<file path="config.mk">
export PLATFORM = sky130hd
export DESIGN_NAME = ame_pri_8b
export DESIGN_NICKNAME = d
export VERILOG_FILES = /design/src/rtl/ame_pri_8b.sv
export SDC_FILE = /design/constraint.sdc
export NUM_CORES = 1
export LEC_CHECK = 0
export CORE_AREA = 3 3 40 42
export DETAILED_ROUTE_END_ITERATION = 6
export DIE_AREA = 0 0 43 45
export GPL_TIMING_DRIVEN = 0
export PLACE_DENSITY = 0.69
export SLEW_MARGIN = 20
export SYNTH_ARGS = -nofsm -noshare
export SYNTH_HDL_FRONTEND = slang
export SYNTH_SLANG_ARGS = --single-unit
</file>
<file path="constraint.sdc">
create_clock -name clk_i -period 0.8 [get_ports clk_i]
set_input_delay 0.2 -clock clk_i [delete_from_list [all_inputs] [get_ports clk_i]]
set_output_delay 0.2 -clock clk_i [all_outputs]
set_load 0.03 [all_outputs]
</file>
<file path="src/rtl/ame_pri_8b.sv">
// ame_pri_8b: cascadable 8-bit priority encoder slice (bit 7 highest), registered outputs.
// Define AME_PRI_8B_COMB_EN to drop the output register and make the outputs combinational.
module ame_pri_8b (
    input  logic       clk_i,
    input  logic       rst_n_i,
    input  logic       carry_i,
    input  logic [7:0] data_i,
    output logic       carry_o,
    output logic [7:0] data_o
);
    logic [3:0] any2;
    logic [7:0] gnt2;
    logic [1:0] any4;
    logic [7:0] gnt4;
    logic [7:0] gnt8;
    logic       any8;
    logic [7:0] data_nxt;
    logic       carry_nxt;

    // Tree: pairs pick their upper bit, then each level masks its lower half if the upper half hit.
    genvar i;
    for (i = 0; i < 4; i++) begin : g_pair
        assign any2[i]         = |data_i[2*i +: 2];
        assign gnt2[2*i +: 2]  = {data_i[2*i+1], data_i[2*i] & ~data_i[2*i+1]};
    end
    for (i = 0; i < 2; i++) begin : g_quad
        assign any4[i]         = any2[2*i+1] | any2[2*i];
        assign gnt4[4*i +: 4]  = {gnt2[4*i+2 +: 2], any2[2*i+1] ? 2'b00 : gnt2[4*i +: 2]};
    end
    assign gnt8      = {gnt4[7:4], any4[1] ? 4'h0 : gnt4[3:0]};
    assign any8      = any4[1] | any4[0];
    assign data_nxt  = carry_i ? gnt8 : 8'h00;
    assign carry_nxt = carry_i & ~any8;

`ifdef AME_PRI_8B_COMB_EN
    assign data_o  = rst_n_i ? data_nxt : 8'h00;
    assign carry_o = rst_n_i & carry_nxt;
`else
    always_ff @(posedge clk_i or negedge rst_n_i) begin
        if (!rst_n_i) begin
            data_o  <= 8'h00;
            carry_o <= 1'b0;
        end else begin
            data_o  <= data_nxt;
            carry_o <= carry_nxt;
        end
    end
`endif
endmodule

</file>
==> metrics.md, run 1 <==
| Metric | Value |
|---|---|
| Diodes inserted | 0 |
| GP Congestion | 0.670 |
| Setup TNS | -2.21 ns |
| Synth cell count leaders | dfrtp_1, inv_1, nor3_1, nor4_1 |
| Distinct cells, synth | 13 |
| Post-synthesis mux area share | 0 |
| Worst path slowest cell | or4b_4 |
| I/O pin count | 20 |
| Post-synthesis xor/xnor area fraction | 0 |
| Utilization after layout | 0.479 |
| Comb pwr share | 0.142 |
| Pre-antenna DRT Iters | 4 |
| Via-to-Cell Ratio | 4.40 |
| Post-synth EDFFs | 0 |
| Critical path startpoint category | primary input |
| Clk pin slew, worst setup/hold paths | 0.06 ns |
| Synth Area in Adders | 0 |
| Initial drt markers | 2 |
| Final worst slack | -0.184 ns |
| Post-route insts no fill | 63 |
| Type of the worst setup path | in -> reg |
| Largest family of logic cells by synthesized area | simple AND/OR/NAND/NOR gates |
| Worst slew pin tran | 0.410 ns |
| Post-synth top area share | 0.690 |
| Hold WC Path Type | in -> reg |
| Psw | 0.215 mW |
| WP data arrival | 1.16 ns |
| Remaining DRCs | 0 |
| Cell with the most instances after synthesis | dfrtp_1 |
| Worst-path fanout max | 6 |
| Tcrit/Tclk final | 1.23 |
| Setup violators final | 15 |
| Die height | 45 um |
| Crit-path cells | buf_6 > or4b_4 > buf_6 > nor3_2 |
| WL final | 816 um |
| Initial antenna violation count | 0 |
| Synth area leaders | dfrtp_1, nor4b_2, nor4_1 |
| Ys async rst share | 1.00 |
| Hold Vio Cnt, Final | 0 |
| Slowest stage delay, CP | 0.62 ns |
| Sequential power share | 0.501 |
| Post-Synth Simple-Gate Area | 0.261 |
| Largest net degree at the start of global routing | 10 |
| Switching Share | 0.231 |
| Cells after Synth | 25 |
| HP Start | data_i[7] |
| P&R area growth vs syn | 88.5% |
| CTS Buffer Depth | 2 |
| Worst VDD drop | 0.494 mV |
| Finished Cell Area | 616 um^2 |
| Fillcell total | 124 |
| Pins Over Slew Limit | 0 |
| Post-synthesis register bit count | 9 |
| Slew margin rel. | 0.726 |
| Min-Delay Endpoint | data_o[5] |
| Achievable Freq | 1.02 GHz |
| Register area share after synthesis | 0.690 |
| Die area | 1940 um^2 |
| Clock sinks | 9 |
| PortBufs | 19 |
| Initial Util | 0.254 |
| Post-route ant nets | 0 |
| # H-tree levels | 1 |
| Synth Net Count | 36 |
| Vias | 277 |
| Area leader, netlist | dfrtp_1 |
| Hold depth | 2 |
| Final min period | 0.984 ns |
| Avg Inst Size Synth | 13.1 um^2 |
| Status | finished with violations |
| Crit path capture type | register |
| Clk root buf | clkbuf_4 |
| Critical Path RT | 0.98 ns |
| GRT Total Usage | 0.103 |
| Mapped Area | 327 um^2 |
| TritonCTS clock tree | done |
| Primary FF master, synth | dfrtp_1 |
| Wire per inst | 13.0 um |
| DP Cell Count | 59 |
| Internal Pwr Total | 0.716 mW |
| RSZ-0062 raised after global routing | true |
| Layout cells sized above 1 | 0.604 |
| Vias in the first global route | 303 |
| Die Span X | 43 um |
| Core area | 1280 um^2 |
| Global-route wire length before repair | 1360 um |
| # rows | 13 |
| Violated checks | setup timing |
| Placed instance area | 546 um^2 |
| Synth Area in Compound Gates | 0 |
| Nets | 60 |
| Pleak | 0.300 nW |
| Max Cap Violations | 0 |
| Power per Cell Area | 1510 nW/um^2 |
| GRT overflow | 0 |
| Synthesis warning total | 0 |
| Clock network power share | 0.357 |
| CTS buffer count | 3 |
| Crit path top cell by count | buf_6 |
[state kept, by name, summed over array words and instances, names as in the netlist]
signal   cells
carry_o      1
data_o       8
[cells in the final DEF, fill, tap and decap left out, types with 2 or more instances in the layout]
master           instances
buf_2                    2
buf_6                   12
clkbuf_2                 3
clkbuf_4                 3
clkdlybuf4s50_1          2
dfrtp_1                  9
inv_1                    3
nor4_4                   2
[critical path: cells and delay by family]
family	cells	cell delay, ns
buffers and inverters	2	0.26
AND/OR/NAND/NOR	2	0.70
[repair_timing]
action                     CTS  global route
hold buffers                 0             0
pin swaps                    7             4
resized for setup           94             7
setup endpoints to repair   15            15
hold endpoints to repair     0             0
buffers inserted             1             0
[worst max path at each step]
stage | slack (ns) | from | depth (start not counted) | to
after floorplan | -0.36 | data_i[6] | 3 | data_o[2]
final | -0.18 | data_i[7] | 4 | data_o[1]
after global placement | -0.84 | data_i[7] | 4 | data_o[2]
after CTS | -0.20 | data_i[5] | 3 | data_o[0]
after global routing | -0.20 | data_o[7] | 1 | data_o[7]
after detailed placement | -0.90 | data_i[7] | 4 | carry_o
[metal layers]
layer | wire length [um] | part of all wire | up-vias | GRT usage
met1 | 261 | 0.32 | 124 | 0.0970
met5 | 0 | 0 | - | 0
met2 | 400 | 0.49 | 20 | 0.168
met3 | 155 | 0.19 | 0 | 0.0717
li1 | - | - | 133 | -
met4 | 0 | 0 | 0 | 0.0542
[power by group through the flow]
stage | Combinational [mW] | Clock [mW] | Sequential, mW
final | 0.133 | 0.332 | 0.467
after global routing | 0.143 | 0.378 | 0.467
after CTS | 0.128 | 0.347 | 0.467
after detailed placement | 0.123 | 0 | 0.473
after global placement | 0.122 | 0 | 0.474
after floorplan | 0.0208 | 0 | 0.490
[area by class of cell]
cell class              instances  area [um^2]  share of cell area
flip-flops and latches          9          225               0.366
repair buffers                 20          189               0.307
multi-input cells              12          145               0.236
clock buffers                   4         26.3              0.0427
well taps                      15         18.8              0.0305
inverters                       3         11.3              0.0183
[logic make-up after synthesis]
kind of cell | after synthesis
simple gates | 12
flops | 9
buf+inv | 4
[per-stage QoR]
stage / setup WS (ns) / hold WS [ns] / total power, mW
floorplan: -0.363 / -0.0956 / 0.510
global placement: -0.840 / 0.514 / 0.596
detailed placement: -0.900 / 0.525 / 0.596
CTS: -0.205 / 0.0979 / 0.942
global route: -0.204 / 0.0856 / 0.988
finish: -0.184 / 0.103 / 0.931
Note: power is estimated with default switching activity, not from simulation.
==> run 2: changes to the inputs <==
--- a/config.mk
+++ b/config.mk
@@ -5,11 +5,14 @@
 export SDC_FILE = /design/constraint.sdc
 export NUM_CORES = 1
 export LEC_CHECK = 0
-export CORE_AREA = 3 3 40 42
+export CELL_PAD_IN_SITES_DETAIL_PLACEMENT = 0
+export CELL_PAD_IN_SITES_GLOBAL_PLACEMENT = 1
+export CORE_MARGIN = 3
+export CORE_UTILIZATION = 24
 export DETAILED_ROUTE_END_ITERATION = 6
-export DIE_AREA = 0 0 43 45
 export GPL_TIMING_DRIVEN = 0
-export PLACE_DENSITY = 0.69
+export HOLD_SLACK_MARGIN = 0.08
+export PLACE_DENSITY = 0.83
 export SLEW_MARGIN = 20
 export SYNTH_ARGS = -nofsm -noshare
 export SYNTH_HDL_FRONTEND = slang
==> constraint.sdc (replaced) <==
create_clock -name clk_i -period 1 [get_ports clk_i]
set_input_delay 0.25 -clock clk_i [delete_from_list [all_inputs] [get_ports clk_i]]
set_output_delay 0.25 -clock clk_i [all_outputs]
set_load 0.03 [all_outputs]
==> metrics.md, run 2 (synthesis results as in run 1) <==
| Metric | Value |
|---|---|
| Remaining DRCs | 0 (unchanged) |
| Final min period | 1.02 ns |
| Hold WC Path Type | in -> reg |
| Global-route wire length before repair | 1250 um (-8.2%) |
| Die Span X | 42.9 um (-0.27%) |
| RSZ-0062 raised after global routing | true |
| Buf/Inv on CP | 1 (-1) |
| Finished Cell Area | 587 um^2 (-4.7%) |
| Status | finished with violations |
| Critical Path Sink | data_o[7] |
| CTS buffer count | 3 (unchanged) |
| Crit path capture type | output port |
| Post-route insts no fill | 61 (-3.2%) |
| CTS Buffer Depth | 2 (unchanged) |
| Nets | 59 (-1.7%) |
| Die height | 42.9 um (-4.7%) |
| P&R area growth vs syn | 79.7% |
| Multi-input logic area | 120 um^2 (-17%) |
| Largest net degree at the start of global routing | 10 (unchanged) |
| I/O pin count | 20 (unchanged) |
| Final worst slack | -0.0236 ns (+0.161 ns) |
| Worst-path fanout max | 1 (-5) |
| Hold Vio Cnt, Final | 0 (unchanged) |
| Pleak | 0.288 nW (-4.1%) |
| Slowest stage delay, CP | 0.38 ns (-0.24 ns) |
| Crit-path cells | buf_6 |
| Vias | 272 (-1.8%) |
| Post-route ant nets | 0 (unchanged) |
| Core area | 1190 um^2 (-7.7%) |
| Fillcell total | 119 (-4.0%) |
| # H-tree levels | 1 (unchanged) |
| Initial antenna violation count | 0 (unchanged) |
| Setup bufs post-CTS | 0 (-1) |
| Crit path depth | 1 (-3) |
| Slew margin rel. | 0.733 (+0.00706) |
| Type of the worst setup path | reg -> out |
| Layout cells sized above 1 | 0.511 (-0.0935) |
| Placed instance area | 544 um^2 (-0.23%) |
| GRT Total Usage | 0.0989 (-0.00374) |
| PortBufs | 19 (unchanged) |
| Worst path slowest cell | dfrtp_1 |
| Initial drt markers | 1 (-1) |
| Violated checks | setup timing |
| Achievable Freq | 0.977 GHz |
| Vias in the first global route | 286 (-5.6%) |
| TritonCTS clock tree | done |
| Max Cap Violations | 0 (unchanged) |
| Biggest register | data_o |
| Clock sinks | 9 (unchanged) |
| Max reg flops | 8 (unchanged) |
| Power per Cell Area | 1260 nW/um^2 (-17%) |
| WL final | 707 um (-13%) |
| Critical path's top delay family | flip-flops |
| DP Cell Count | 58 (-1.7%) |
| Largest registers | data_o: 8 flops, carry_o: 1 flops |
| Tcrit/Tclk final | 1.02 |
| Critical Path RT | 0.75 ns (-0.23 ns) |
| Clk pin slew, worst setup/hold paths | 0.06 ns (about the same) |
| GRT overflow | 0 (unchanged) |
| Initial Util | 0.275 (+0.0212) |
| Critical path startpoint category | register |
| # rows | 12 (-1) |
| Worst VDD drop | 0.597 mV (+21%) |
| GP Congestion | 0.590 (-12%) |
| Worst slew pin tran | 0.400 ns (-0.0106 ns) |
| Via-to-Cell Ratio | 4.46 (+1.4%) |
| Clk root buf | clkbuf_4 |
| Setup violators final | 10 (-5) |
| FF+latch area | 225 um^2 (unchanged) |
| Wire per inst | 11.6 um (-11%) |
| Most common cell after layout, fill and taps aside | buf_6 |
| Crit. Startpoint | data_o[7] |
| # hold bufs at CTS | 0 (unchanged) |
| Pins Over Slew Limit | 0 (unchanged) |
| Die area | 1840 um^2 (-5.0%) |
| Most frequent cells in the layout | buf_6, dfrtp_1, inv_1, clkbuf_4, clkdlybuf4s50_1 |
| WP data arrival | 0.77 ns (-0.39 ns) |
| Pre-antenna DRT Iters | 2 (-2) |
| Diodes inserted | 0 (unchanged) |
## run 2: how the worst min path moves through the flow
stage / start / to / slack, ns / depth (start not counted)
3_3_place_gp: rst_n_i / data_o[4] / 0.56 / 1
5_1_grt: data_i[7] / data_o[5] / 0.13 / 2
6_report: data_i[7] / data_o[5] / 0.15 / 2
4_1_cts: data_i[7] / data_o[5] / 0.14 / 2
3_5_place_dp: rst_n_i / data_o[4] / 0.57 / 1
2_1_floorplan: rst_n_i / carry_o / -0.05 / 0
## run 2: area by class of cell
cell class,count,area share
sequential,9,0.384
timing repair buffer,19,0.318
multi-input combinational,12,0.205
clock buffer,4,0.0448
tap,14,0.0299
inverter,3,0.0192
## run 2: metal layers
| layer | global-route usage | vias to the layer above | part of all wire |
|---|---|---|---|
| met1 | 0.105 | 125 | 0.36 |
| met3 | 0.0636 | 0 | 0.15 |
| met4 | 0.0745 | 0 | 0 |
| met2 | 0.138 | 17 | 0.48 |
| li1 | - | 130 | - |
| met5 | 0 | - | 0 |
## run 2: timing repair
| action | CTS | global route |
|---|---|---|
| pin swaps | 5 | 0 |
| endpoints found under the setup margin | 15 | 13 |
| gates resized for setup | 89 | 2 |
## run 2: per-stage QoR
| stage | hold WS, ns | power, mW | setup WS, ns | TNS, ns | utilization |
|---|---|---|---|---|---|
| finish | 0.148 | 0.739 | -0.0236 | -0.102 | 0.495 |
| global route | 0.133 | 0.778 | -0.0629 | -0.472 | 0.495 |
| CTS | 0.139 | 0.751 | -0.0411 | -0.241 | 0.495 |
| detailed placement | 0.568 | 0.476 | -0.779 | -6.15 | 0.459 |
| global placement | 0.564 | 0.476 | -0.713 | -6.00 | 0.459 |
| floorplan | -0.0456 | 0.408 | -0.213 | -0.912 | - |
## run 2: report_power, final
| group | internal, mW | switching, mW |
|---|---|---|
| sequential | 0.370 | 0.00301 |
| combinational | 0.0496 | 0.0472 |
| clock | 0.153 | 0.116 |
| total | 0.573 | 0.166 |
